$ cat src/rtl/pipeline_ctrl.sv
// pipeline_ctrl: hazard/sequencing controller for the 5-stage RV64I pipeline.
// Optional perf counters are built only when PIPE_CTRL_PERF_EN is defined.
module pipeline_ctrl #(
  parameter int LOAD_STALL_CYCLES = 1,
  parameter int DRAIN_CYCLES      = 3,
  parameter int PERF_W            = 32
) (
  input  logic              clk,
  input  logic              rst_n,
  input  logic              id_valid,
  input  logic [4:0]        id_rs1,
  input  logic [4:0]        id_rs2,
  input  logic              id_use_rs1,
  input  logic              id_use_rs2,
  input  logic              id_exception,
  input  logic              id_invalid,
  input  logic              ex_mem_read,
  input  logic [4:0]        ex_rd,
  input  logic              ex_redirect,
  input  logic              mem_busy,
  input  logic              resume,
  output logic              pc_stall,
  output logic              ifid_stall,
  output logic              idex_stall,
  output logic              exmem_stall,
  output logic              ifid_flush,
  output logic              idex_flush,
  output logic              memwb_flush,
  output logic              halted,
  output logic [1:0]        exc_cause,
  output logic [PERF_W-1:0] stall_cycles,
  output logic [PERF_W-1:0] flush_count
);

  typedef enum logic [1:0] {
    RUN      = 2'd0,
    LD_STALL = 2'd1,
    DRAIN    = 2'd2,
    HALT     = 2'd3
  } state_t;

  localparam bit         MULTI_LD = (LOAD_STALL_CYCLES > 1);
  localparam logic [3:0] LD_INIT  = MULTI_LD ? 4'(LOAD_STALL_CYCLES - 2) : 4'd0;
  localparam logic [3:0] DR_INIT  = 4'(DRAIN_CYCLES - 1);

  state_t     state, state_nxt;
  logic [3:0] cnt, cnt_nxt;
  logic [1:0] pend_cause, pend_nxt, cause_nxt, trap_cause;
  logic       halted_nxt, load_use, trap;

  assign load_use = ex_mem_read && (ex_rd != 5'd0) &&
                    ((id_use_rs1 && (id_rs1 == ex_rd)) || (id_use_rs2 && (id_rs2 == ex_rd)));
  assign trap       = id_valid && (id_exception || id_invalid);
  assign trap_cause = id_exception ? 2'b01 : 2'b10;

  // State register; the trap cause becomes visible only once HALT is reached
  always_ff @(posedge clk or negedge rst_n) begin
    if (!rst_n) begin
      state      <= RUN;
      cnt        <= 4'd0;
      pend_cause <= 2'b00;
      exc_cause  <= 2'b00;
      halted     <= 1'b0;
    end else begin
      state      <= state_nxt;
      cnt        <= cnt_nxt;
      pend_cause <= pend_nxt;
      exc_cause  <= cause_nxt;
      halted     <= halted_nxt;
    end
  end

  // Next-state logic: mem_busy freezes everything, redirect cancels any sequence
  always_comb begin
    state_nxt  = state;
    cnt_nxt    = cnt;
    pend_nxt   = pend_cause;
    cause_nxt  = exc_cause;
    halted_nxt = halted;
    if (state == HALT) begin
      if (resume) begin
        state_nxt  = RUN;
        halted_nxt = 1'b0;
      end else begin
        state_nxt = HALT;
      end
    end else if (mem_busy) begin
      state_nxt = state;
    end else if (ex_redirect) begin
      state_nxt = RUN;
      pend_nxt  = 2'b00;
    end else if (state == RUN) begin
      if (load_use) begin
        if (MULTI_LD) begin
          state_nxt = LD_STALL;
          cnt_nxt   = LD_INIT;
        end else begin
          state_nxt = RUN;
        end
      end else if (trap) begin
        state_nxt = DRAIN;
        cnt_nxt   = DR_INIT;
        pend_nxt  = trap_cause;
      end else begin
        state_nxt = RUN;
      end
    end else if (cnt != 4'd0) begin
      cnt_nxt = cnt - 4'd1;
    end else if (state == DRAIN) begin
      state_nxt  = HALT;
      halted_nxt = 1'b1;
      cause_nxt  = pend_cause;
    end else begin
      state_nxt = RUN;
    end
  end

  // Stall/flush outputs; a resume cycle only discards the trapped instruction in IF/ID
  always_comb begin
    pc_stall    = 1'b0;
    ifid_stall  = 1'b0;
    idex_stall  = 1'b0;
    exmem_stall = 1'b0;
    ifid_flush  = 1'b0;
    idex_flush  = 1'b0;
    memwb_flush = 1'b0;
    if (!rst_n) begin
      pc_stall = 1'b0;
    end else if (state == HALT) begin
      if (resume) begin
        ifid_flush = 1'b1;
      end else begin
        pc_stall    = 1'b1;
        ifid_stall  = 1'b1;
        idex_stall  = 1'b1;
        exmem_stall = 1'b1;
      end
    end else if (mem_busy) begin
      pc_stall    = 1'b1;
      ifid_stall  = 1'b1;
      idex_stall  = 1'b1;
      exmem_stall = 1'b1;
      memwb_flush = 1'b1;
    end else if (ex_redirect) begin
      ifid_flush = 1'b1;
      idex_flush = 1'b1;
    end else if ((state != RUN) || load_use || trap) begin
      pc_stall   = 1'b1;
      ifid_stall = 1'b1;
      idex_flush = 1'b1;
    end else begin
      pc_stall = 1'b0;
    end
  end

`ifdef PIPE_CTRL_PERF_EN
  localparam logic [PERF_W-1:0] PERF_ONE = {{(PERF_W-1){1'b0}}, 1'b1};
  logic stall_take, redirect_take;
  assign stall_take    = pc_stall && (state != HALT);
  assign redirect_take = (state != HALT) && !mem_busy && ex_redirect;

  // Saturating performance counters
  always_ff @(posedge clk or negedge rst_n) begin
    if (!rst_n) begin
      stall_cycles <= {PERF_W{1'b0}};
      flush_count  <= {PERF_W{1'b0}};
    end else begin
      if (stall_take && (stall_cycles != {PERF_W{1'b1}})) stall_cycles <= stall_cycles + PERF_ONE;
      if (redirect_take && (flush_count != {PERF_W{1'b1}})) flush_count <= flush_count + PERF_ONE;
    end
  end
`else
  assign stall_cycles = {PERF_W{1'b0}};
  assign flush_count  = {PERF_W{1'b0}};
`endif

endmodule

$ cat config.mk
export PLATFORM = sky130hd
export DESIGN_NAME = pipeline_ctrl
export DESIGN_NICKNAME = d
export VERILOG_FILES = /design/src/rtl/pipeline_ctrl.sv
export SDC_FILE = /design/constraint.sdc
export NUM_CORES = 1
export LEC_CHECK = 0
export BUFFER_PORTS_ARGS = -buffer_cell sky130_fd_sc_hd__buf_2
export CAP_MARGIN = 40
export CORE_MARGIN = 5
export CORE_UTILIZATION = 41
export DETAILED_ROUTE_END_ITERATION = 8
export PLACE_DENSITY = 0.9
export SYNTH_ARGS = -nofsm -noshare
export SYNTH_HDL_FRONTEND = slang
export SYNTH_SLANG_ARGS = --single-unit
$ cat constraint.sdc
create_clock -name clk -period 2.17 [get_ports clk]
set_clock_uncertainty 0.1 [all_clocks]
set_input_delay 0.1085 -clock clk [delete_from_list [all_inputs] [get_ports clk]]
set_output_delay 0.1085 -clock clk [all_outputs]
set_load 0.01 [all_outputs]
==> flow_metrics.tcl <==
set metrics [dict create \
    ys_seq_area_frac 0.1957 \
    wl_um 2963 \
    grt_usage 0.1158 \
    core_area_um2 3337 \
    initial_core_util 0.4214 \
    routed_via_density 4.451 \
    cts_tree "done" \
    crit_top_cell "a21oi_1" \
    root_buffer "clkbuf_4" \
    p_total_w 0.001017 \
    synthDistinctLibCells 40 \
    grt_pass1_wl_um 4181 \
    clock-sinks 11 \
    grt_pass1_vias 991 \
    tightest_slew_ps 597.5 \
    antenna_found_initial 0 \
    period_share 0.9480 \
    pwr_density_cell_nw_per_um2 714.2 \
    path_class "reg2reg" \
    r2r_slack_ps 110 \
    worst_path_max_delay_cell "dfrtp_1" \
    place_worst_setup_slack_ps 127.0 \
    first_iter_violations 26 \
    slew_headroom 0.6017 \
    syn_to_final_growth_pct 1.246 \
    regToRegEndpoint "cnt[3]$_DFFE_PN0P_" \
    crit_path_cell_trace "inv_2 > ha_1 > or3b_4 > mux2i_1 > o41ai_2 > a21boi_4 > a21oi_1 > a21oi_1" \
    gp_congestion 0.8063 \
    layout_setup_ws_ps 112.9 \
    final_max_slew_viol_count 0 \
    cp-start-kind "flop" \
    ys_warn_count 0 \
    synth_seq_cells 11 \
    min_from "resume" \
    cp.required_ps 2270 \
    grt.overflow.total 0 \
    avgSynthCellArea_um2 8.129 \
    dp_hpwl_um 2475 \
    route.vias.total 1126 \
    use_met2 0.2324 \
    use_met1 0.1164 \
    utilization 0.4267 \
    status "finished clean" \
    die_w_um 68.57 \
    io_buffers 35 \
    die-area_um2 4701 \
    ant_nets 0 \
    fin_nets 236 \
    die_y_um 68.57 \
    io_pins 100 \
    globalRouteMet3Util 0.01621 \
    cts_buffer_depth 2 \
    drcViolationCount 0 \
    clock.fmax_mhz 486.1 \
    critPathMaxFanout 4 \
    grt_max_degree 17 \
    wl_per_cell_um 11.71 \
    holdPathEnd "halted$_DFFE_PN0P_" \
    num_rows 21 \
    cts_htree_levels 1 \
    layout-drive-gt1-share 0.2464 \
    setup_viol 0 \
    hold_viol 0 \
    reg2regPathDepth 8 \
    min_period_ps 2057 \
    clkTransAtPathRegs_ps 80 \
    r2r-start "cnt[0]$_DFFE_PN0P_" \
    crit_path_end_kind "flop" \
    hold_class "in2reg" \
    dpl.cell_count 246 \
    clk_latency_ps 270 \
    synthCells 173 \
    peakVddDrop_mv 0.3533 \
    worst-path-buf-inv 1 \
    drt_pass1_iterations 4 \
    cp_slowest_stage_delay_ps 410 \
    busiest_layer "met2" \
    insertedDiodeCount 0 \
    p_leak_nw 0.7389 \
    numCtsBuffers 3 \
    drv_cap 0 \
    crit_family "compound AO/OA/AOI/OAI gates" \
    syn_area_um2 1406 \
    instances_no_fill 253 \
    min_path_cells 4 \
    worst_ep_arrival_time_ps 2150 \
]
logic make-up (layout without fill, tap and decap cells):
logic type,after synthesis,count (layout),synth area share
simple gates,41,41,0.1655
flops,11,11,0.1957
other cells,1,64,0.002666
compound gates,31,31,0.1548
mux,3,3,0.02313
xor+xnor,11,11,0.06850
buf+inv,73,44,0.3719
fa+ha+maj,2,2,0.01779
synth_stat cells:
master    count  area (µm²)
buf_4        66       495.5
dfrtp_1      11       275.3
nand2_1      11       41.29
xnor2_1      10       87.58
o21ai_0       8       40.04
nor2_1        7       26.28
a21oi_1       6       30.03
a31oi_1       4       25.02
clkbuf_1      4       15.01
nor3b_1       4       30.03
a221o_1       2       20.02
a31o_1        2       17.52
ha_1          2       25.02
inv_1         2       7.510
mux2_2        2       22.52
nand2b_1      2       12.51
nand3_1       2       10.01
nand4_1       2       12.51
nor2b_1       2       12.51
nor3_1        2       10.01
o21a_1        2       15.01
o311a_1       2       20.02
a21boi_0      1       7.510
a21boi_2      1       11.26
a21oi_2       1       8.760
and2_1        1       6.260
and3_1        1       6.260
and3_4        1       11.26
and3b_1       1       8.760
buf_2         1       5.000
conb_1        1       3.750
mux2i_1       1       10.01
nand4b_1      1       8.760
nor2b_4       1       13.76
nor4_1        1       6.260
o22ai_1       1       6.260
o41ai_2       1       16.27
or3b_1        1       8.760
or4_1         1       7.510
xor2_1        1       8.760
through the flow:
stage / area, µm² / TNS, ps / hold WS (ps)
3_3_place_gp: 1360 / 0 / -81.69
2_1_floorplan: 1643 / 0 / -287.1
5_1_grt: 1424 / -9.082 / 114.5
4_1_cts: 1396 / 0 / 80.70
3_5_place_dp: 1360 / 0 / -74.55
6_report: 1424 / 0 / 68.49
layout make-up:
cell class	count	area [µm²]
inverter	2	7.507
sequential	11	277.8
clock buffer	4	26.28
tap	46	57.56
multi-input combinational	152	854.6
timing repair buffer	38	200.2
fill	359	1913
timing repair:
action,4_1_cts,5_1_grt
resized for setup,0,5
setup buffers,0,2
endpoints found under the hold margin,11,0
hold buffers,1,0
endpoints found under the setup margin,0,4
tightest hold or removal path: stages:
cell and delay (ps):
buf_2 120, nand2_1 60, nand2_1 50, o21ai_0 60
cell usage in the layout, fill, tap and decap left out, drive strengths merged:
cell / Yosys / layout
o311a: 2 / 2
nor2: 7 / 7
mux2i: 1 / 1
buf: 67 / 37
nand4b: 1 / 1
a21boi: 2 / 2
o21ai: 8 / 8
and3b: 1 / 1
nor3b: 4 / 4
nor4: 1 / 1
a21oi: 7 / 7
conb: 1 / 64
a31oi: 4 / 4
mux2: 2 / 2
and3: 2 / 2
nand2b: 2 / 2
dfrtp: 11 / 11
and2: 1 / 1
o22ai: 1 / 1
ha: 2 / 2
or4: 1 / 1
nand3: 2 / 2
nand4: 2 / 2
a31o: 2 / 2
nand2: 11 / 11
or3b: 1 / 1
xor2: 1 / 1
nor3: 2 / 2
dlygate4sd3: 0 / 1
a221o: 2 / 2
o21a: 2 / 2
xnor2: 10 / 10
o41ai: 1 / 1
nor2b: 3 / 3
inv: 2 / 2
clkbuf: 4 / 4
worst max-delay path by stage:
stage,from,slack (ps),to,cells after the start
2_1_floorplan,cnt[0]$_DFFE_PN0P_,270,cnt[2]$_DFFE_PN0P_,8
3_3_place_gp,cnt[0]$_DFFE_PN0P_,220,cnt[2]$_DFFE_PN0P_,8
3_5_place_dp,cnt[0]$_DFFE_PN0P_,130,cnt[2]$_DFFE_PN0P_,8
4_1_cts,state[1]$_DFFE_PN0P_,100,pc_stall,5
5_1_grt,cnt[0]$_DFFE_PN0P_,-9,cnt[3]$_DFFE_PN0P_,8
6_report,cnt[0]$_DFFE_PN0P_,110,cnt[3]$_DFFE_PN0P_,8
flip-flops by register name, indices dropped and copies added (netlist names):
register,flops
cnt,4
exc_cause,2
halted,1
pend_cause,2
state,2
report_power, final:
group          internal, W  total, W  switching [W]  leakage, nW
Sequential        0.000279  0.000378      0.0000985        0.134
Combinational     0.000223  0.000496       0.000273        0.589
Clock            0.0000711  0.000143      0.0000714       0.0150
layer usage:
| layer | part of all wire | up-vias |
|---|---|---|
| li1 | - | 523 |
| met5 | 0 | - |
| met2 | 0.52 | 84 |
| met3 | 0.14 | 4 |
| met4 | 0.011 | 0 |
| met1 | 0.33 | 515 |
Note: power is estimated with default switching activity, not from simulation.
